--- config.mk ---
export PLATFORM = sky130hd
export DESIGN_NAME = aes_round_ctrl
export DESIGN_NICKNAME = d
export VERILOG_FILES = /design/src/rtl/aes_ctrl_pkg.sv /design/src/rtl/aes_rcon_gen.sv /design/src/rtl/aes_round_ctrl.sv
export SDC_FILE = /design/constraint.sdc
export NUM_CORES = 1
export LEC_CHECK = 0
export CAP_MARGIN = 40
export CORE_AREA = 2 2 58 60
export CTS_CLUSTER_SIZE = 25
export DETAILED_ROUTE_END_ITERATION = 16
export DIE_AREA = 0 0 60 62
export SYNTH_ARGS = -nofsm -noshare
export SYNTH_HDL_FRONTEND = slang
export SYNTH_HIERARCHICAL = 1
export SYNTH_SLANG_ARGS = --single-unit
--- constraint.sdc ---
create_clock -name clk -period 3.1 [get_ports clk]
set_input_delay 0.62 -clock clk [delete_from_list [all_inputs] [get_ports clk]]
set_output_delay 0.62 -clock clk [all_outputs]
set_load 0.01 [all_outputs]
--- src/rtl/aes_ctrl_pkg.sv ---
// rtl/aes_ctrl_pkg.sv - shared types, constants and xtime for the AES round controller
package aes_ctrl_pkg;

    typedef enum logic [2:0] {
        IDLE,
        INIT,
        SUB,
        UPD,
        DONE
    } ctrl_state_t;

    localparam logic [7:0] AES_POLY  = 8'h1B;
    localparam logic [7:0] RCON_INIT = 8'h01;
    localparam int         ROUND_W   = 4;

    // Multiply by x in GF(2^8) modulo the AES polynomial.
    function automatic logic [7:0] xtime(input logic [7:0] b);
        return {b[6:0], 1'b0} ^ (b[7] ? AES_POLY : 8'h00);
    endfunction

endpackage

--- src/rtl/aes_rcon_gen.sv ---
// rtl/aes_rcon_gen.sv - registered round constant, reloaded on init, advanced by xtime
module aes_rcon_gen
    import aes_ctrl_pkg::*;
(
    input  logic       clk,
    input  logic       reset_n,
    input  logic       init,
    input  logic       advance,
    output logic [7:0] rcon
);

    logic [7:0] rcon_q;

    always_ff @(posedge clk or negedge reset_n) begin
        if (!reset_n) begin
            rcon_q <= RCON_INIT;
        end else if (init) begin
            rcon_q <= RCON_INIT;
        end else if (advance) begin
            rcon_q <= xtime(rcon_q);
        end
    end

    assign rcon = rcon_q;

endmodule

--- src/rtl/aes_round_ctrl.sv ---
// rtl/aes_round_ctrl.sv - AES-128 round sequencer with Moore outputs; AES_CTRL_ABORT_EN adds an abort input
module aes_round_ctrl
    import aes_ctrl_pkg::*;
#(
    parameter int NR       = 10,
    parameter int SBOX_LAT = 1
) (
    input  logic               clk,
    input  logic               reset_n,
    input  logic               load,
`ifdef AES_CTRL_ABORT_EN
    input  logic               abort,
`endif
    output logic               busy,
    output logic               done,
    output logic               state_we,
    output logic               key_we,
    output logic               init_sel,
    output logic               skip_mix,
    output logic [ROUND_W-1:0] round,
    output logic [7:0]         rcon
);

    localparam logic [ROUND_W-1:0] ROUND_LAST = ROUND_W'(NR);
    localparam logic [1:0]         WAIT_LAST  = 2'(SBOX_LAT == 0 ? 0 : SBOX_LAT - 1);
    localparam bit                 NO_WAIT    = (SBOX_LAT == 0);

    ctrl_state_t        state_q;
    ctrl_state_t        state_d;
    logic [ROUND_W-1:0] round_q;
    logic [1:0]         wait_q;
    logic               last_round;
    logic               abort_req;
    logic               rcon_init;
    logic               rcon_adv;

    assign last_round = (round_q == ROUND_LAST);

`ifdef AES_CTRL_ABORT_EN
    assign abort_req = abort && (state_q inside {INIT, SUB, UPD});
`else
    assign abort_req = 1'b0;
`endif

    always_ff @(posedge clk or negedge reset_n) begin
        if (!reset_n) begin
            state_q <= IDLE;
        end else begin
            state_q <= state_d;
        end
    end

    always_comb begin
        state_d = state_q;
        case (state_q)
            IDLE, DONE: if (load) state_d = INIT;
            INIT:       state_d = NO_WAIT ? UPD : SUB;
            SUB:        if (wait_q == WAIT_LAST) state_d = UPD;
            UPD: begin
                if (last_round) begin
                    state_d = DONE;
                end else begin
                    state_d = NO_WAIT ? UPD : SUB;
                end
            end
            default:    state_d = IDLE;
        endcase
        if (abort_req) begin
            state_d = IDLE;
        end
    end

    // Round index and S-box wait counter; wait_q only counts while in SUB.
    always_ff @(posedge clk or negedge reset_n) begin
        if (!reset_n) begin
            round_q <= '0;
            wait_q  <= '0;
        end else begin
            wait_q <= (state_q == SUB) ? wait_q + 2'd1 : 2'd0;
            if (abort_req) begin
                round_q <= '0;
            end else begin
                case (state_q)
                    IDLE, DONE: if (load) round_q <= '0;
                    INIT:       round_q <= ROUND_W'(1);
                    UPD:        if (!last_round) round_q <= round_q + ROUND_W'(1);
                    default:    round_q <= round_q;
                endcase
            end
        end
    end

    assign rcon_init = (state_q == INIT) || abort_req;
    assign rcon_adv  = (state_q == UPD) && !last_round;

    aes_rcon_gen u_rcon (
        .clk     (clk),
        .reset_n (reset_n),
        .init    (rcon_init),
        .advance (rcon_adv),
        .rcon    (rcon)
    );

    always_comb begin
        busy     = 1'b0;
        done     = 1'b0;
        state_we = 1'b0;
        key_we   = 1'b0;
        init_sel = 1'b0;
        skip_mix = 1'b0;
        case (state_q)
            INIT: begin
                busy     = 1'b1;
                state_we = 1'b1;
                key_we   = 1'b1;
                init_sel = 1'b1;
            end
            SUB:  busy = 1'b1;
            UPD: begin
                busy     = 1'b1;
                state_we = 1'b1;
                key_we   = 1'b1;
                skip_mix = last_round;
            end
            DONE: done = 1'b1;
            default: ;
        endcase
    end

    assign round = round_q;

endmodule

==> reports/qor.txt <==
=================================================================================
Commonest cells after routing, fill and taps aside                   sky130_fd_sc_hd__clkdlybuf4s50_1 (20), sky130_fd_sc_hd__dfrtp_1 (16), sky130_fd_sc_hd__nor2_1 (11)
Worst slew margin relative to its limit                                     0.493
Core box area                                                          3180 sq um
Hold-critical path endpoint                                          wait_q[0]$_DFF_PN0_
Number of I/O port buffers                                                     20
Hold buffers post-CTS                                                           0
Post-detailed-route via-to-cell ratio                                        4.31
Startpoint-to-endpoint class of the critical path                    register to primary output
Detailed Route Iter0 Violations                                                34
Register clock-pin slew on the reported worst setup and hold paths        0.09 ns
Maximum capacitance violations                                                  0
Vias after detailed routing                                                   647
Run status                                                              completed
Cell depth of the worst min-delay path                                          1
Portion of the post-synthesis area used by sequential elements              0.478
Sequential standard cell area                                           427 sq um
Global-route wire length before repair                                    2790 um
Post-route DRC violation count                                                  0
Highest metal layer with signal wires                                        met3
Dominant combinational cell family by area after synthesis           simple AND/OR/NAND/NOR gates
Antenna cells                                                                   0
Upper clock frequency limit                                               395 MHz
Cell count after synthesis                                                     85
Share of the clock period used by the worst path                            0.816
CTS tree                                                                      yes
Final-stage net count                                                         111
Wire length per cell                                                      11.2 um
Synth Register Bits                                                            17
Sum of routed wire segments on met1                                        776 um
Fraction of final layout cells sized beyond drive strength 1                0.106
Final weighted congestion of routability-driven global placement            0.728
Wire length reported by the detailed router                               1680 um
PostCTS Resize Cnt                                                              0
Worst Clk Skew                                                         0.00495 ns
Final count of pins violating max slew                                          0
Post-synthesis adder-cell area fraction                                    0.0421
Cell at the root of the clock tree                                   sky130_fd_sc_hd__clkbuf_4
Largest net degree at the start of global routing                              18
Post-synthesis xor/xnor area fraction                                      0.0295
Number of I/O pins                                                             21
Hold violation total from the final report                                      0
Pin slew with the least headroom to its limit                            0.758 ns
Number of antenna violations at the first check in global routing               0
Endpoint of the worst register-to-register path                      u_rcon/rcon[0]$_DFFE_PN1P_
Initial core utilization                                                    0.281
Power per cell area                                                   890 nW/um^2
Reg2Reg Setup Slack                                                       1.28 ns
Detailed Place HPWL                                                       1280 um
Number of setup buffers added after CTS                                         0
Count of different cell masters after synthesis                                33
Type of the most critical hold path                                  register to register
Number of global-route vias before repair                                     626
Worst flop-to-flop path startpoint                                   round[0]$_DFFE_PN0P_
Routed met3 length                                                          82 um
Mean cell area of the mapped netlist                                   10.5 sq um
Number of clock buffers inserted by TritonCTS                                   3
Worst hold start                                                     wait_q[0]$_DFF_PN0_
Setup TNS                                                                    0 ns
Worst r2r path cells                                                            7
Crit path arrival time                                                    1.91 ns
Antenna viol nets, final                                                        0
Area grow syn2layout                                                        28.2%
Width of the die                                                            60 um
Setup repair after global routing missed its margin                         false
Mux contribution to synthesized area                                       0.0617
Most common cell after layout, fill and taps aside                   sky130_fd_sc_hd__clkdlybuf4s50_1
Insertion delay to the later sink of the worst-skew pair                  0.29 ns
Synthesized cell area                                                   892 sq um
Clock sink count                                                               17
Crit path time final                                                      2.53 ns
Maximum vdd ir drop                                                      0.210 mV
Overall die height                                                          62 um
Worst Setup End Kind                                                 primary output
Required time worst endpoint                                              2.48 ns
Post-layout power                                                         1.02 mW
Length of the first detailed-routing pass in iterations                         7
Buffer depth of the longest clock path                                          2
Final setup violation count                                                     0
Post-synthesis compound-gate area fraction                                  0.109
CTS H-Tree Depth                                                                1
Crit path launch type                                                    register
Synthesized netlist net count                                                  91
Simple-gate area share of the yosys netlist                                 0.201
Die Footprint                                                          3720 sq um
Area used by multi-input combinational logic                            395 sq um
Maximum fanout along the worst path                                             9
FILL cells                                                                    330
Number of warnings issued by yosys                                              6
Static Leak                                                              0.482 nW
Worst Hold Slack                                                         0.435 ns
Tot GR Track Use                                                            0.102
Core Rows                                                                      21
Total congestion overflow after global routing                                  0
Met2 wire length                                                           817 um
=================================================================================
## layout make-up
type	instances	area share
Clock buffer	4	0.0230
Inverter	8	0.0263
Multi-Input combinational cell	54	0.346
Sequential cell	17	0.373
Tap cell	46	0.0503
Timing Repair Buffer	21	0.182
## how the worst max path moves through the flow
| stage | startpoint | end | slack (ns) | cells past startpoint |
|---|---|---|---|---|
| after CTS | state_q[0]$_DFFE_PN0P_ | init_sel | 0.56 | 4 |
| after floorplan | round[0]$_DFFE_PN0P_ | skip_mix | 1.50 | 4 |
| after global placement | state_q[0]$_DFFE_PN0P_ | init_sel | 0.91 | 4 |
| after global routing | state_q[0]$_DFFE_PN0P_ | init_sel | 0.47 | 4 |
| after detailed placement | state_q[0]$_DFFE_PN0P_ | init_sel | 0.89 | 4 |
| final | state_q[0]$_DFFE_PN0P_ | init_sel | 0.57 | 4 |
## report_power, final
group	total (mW)	internal [mW]	switching (mW)
clock network	0.118	0.0499	0.0682
registers	0.424	0.320	0.104
logic	0.476	0.285	0.191
total	1.02	0.655	0.363
## critical path, stage by stage, from the launching register on
cell and delay [ns]:
sky130_fd_sc_hd__dfrtp_1 0.48, sky130_fd_sc_hd__or2b_1 0.33, sky130_fd_sc_hd__nor2_1 0.11, sky130_fd_sc_hd__buf_4 0.16
sky130_fd_sc_hd__clkdlybuf4s50_1 0.54
## stage by stage
| stage | cell area [sq um] | utilization | setup WS (ns) | cells |
|---|---|---|---|---|
| floorplan | 892 | - | 1.50 | 85 |
| global placement | 1120 | 0.351 | 0.907 | 146 |
| detailed placement | 1120 | 0.351 | 0.889 | 146 |
| CTS | 1140 | 0.360 | 0.555 | 150 |
| global route | 1140 | 0.360 | 0.473 | 150 |
| finish | 1140 | 0.360 | 0.569 | 150 |
## layer usage
metal  vias to the layer above  track usage
met5                         -            0
met4                         0       0.0476
met3                         0       0.0186
met2                        17        0.174
met1                       304        0.126
li1                        326            -
## logic make-up after synthesis
logic type	count (synthesis)
adder cells (fa/ha/maj)	3
XOR/XNOR	3
multiplexers	5
flip-flops	17
AO/OA/AOI/OAI	12
AND/OR/NAND/NOR	31
buffers and inverters	14
## state kept, by name, summed over array words and instances (netlist names)
| signal | cells |
|---|---|
| round | 4 |
| state_q | 3 |
| u_rcon/rcon | 8 |
| wait_q | 2 |
## synthesized netlist by cell type
master,instances,area [sq um]
sky130_fd_sc_hd__clkbuf_1,1,3.75
sky130_fd_sc_hd__nand3b_1,3,22.5
sky130_fd_sc_hd__nor4b_1,1,8.76
sky130_fd_sc_hd__nand2_1,4,15.0
sky130_fd_sc_hd__buf_2,1,5.00
sky130_fd_sc_hd__or3_1,2,12.5
sky130_fd_sc_hd__ha_1,3,37.5
sky130_fd_sc_hd__or3b_4,1,11.3
sky130_fd_sc_hd__nand3_1,2,10.0
sky130_fd_sc_hd__dfrtp_1,16,400
sky130_fd_sc_hd__and4bb_2,1,12.5
sky130_fd_sc_hd__a211o_2,1,10.0
sky130_fd_sc_hd__nor2_1,11,41.3
sky130_fd_sc_hd__o221ai_1,1,8.76
sky130_fd_sc_hd__nand2b_1,1,6.26
sky130_fd_sc_hd__a21oi_1,2,10.0
sky130_fd_sc_hd__or2b_1,1,7.51
sky130_fd_sc_hd__a211oi_1,3,22.5
sky130_fd_sc_hd__inv_1,8,30.0
sky130_fd_sc_hd__buf_6,1,11.3
sky130_fd_sc_hd__buf_4,2,15.0
sky130_fd_sc_hd__a22oi_4,1,21.3
sky130_fd_sc_hd__and3b_2,1,10.0
sky130_fd_sc_hd__dfstp_2,1,26.3
sky130_fd_sc_hd__mux2_4,1,15.0
sky130_fd_sc_hd__and2_1,1,6.26
sky130_fd_sc_hd__clkbuf_2,1,5.00
sky130_fd_sc_hd__a31oi_1,2,12.5
sky130_fd_sc_hd__o22ai_1,2,12.5
sky130_fd_sc_hd__nor2b_1,1,6.26
sky130_fd_sc_hd__mux2i_1,4,40.0
sky130_fd_sc_hd__and3b_1,1,8.76
sky130_fd_sc_hd__xnor2_1,3,26.3
Power figures use the tool's default switching activity.
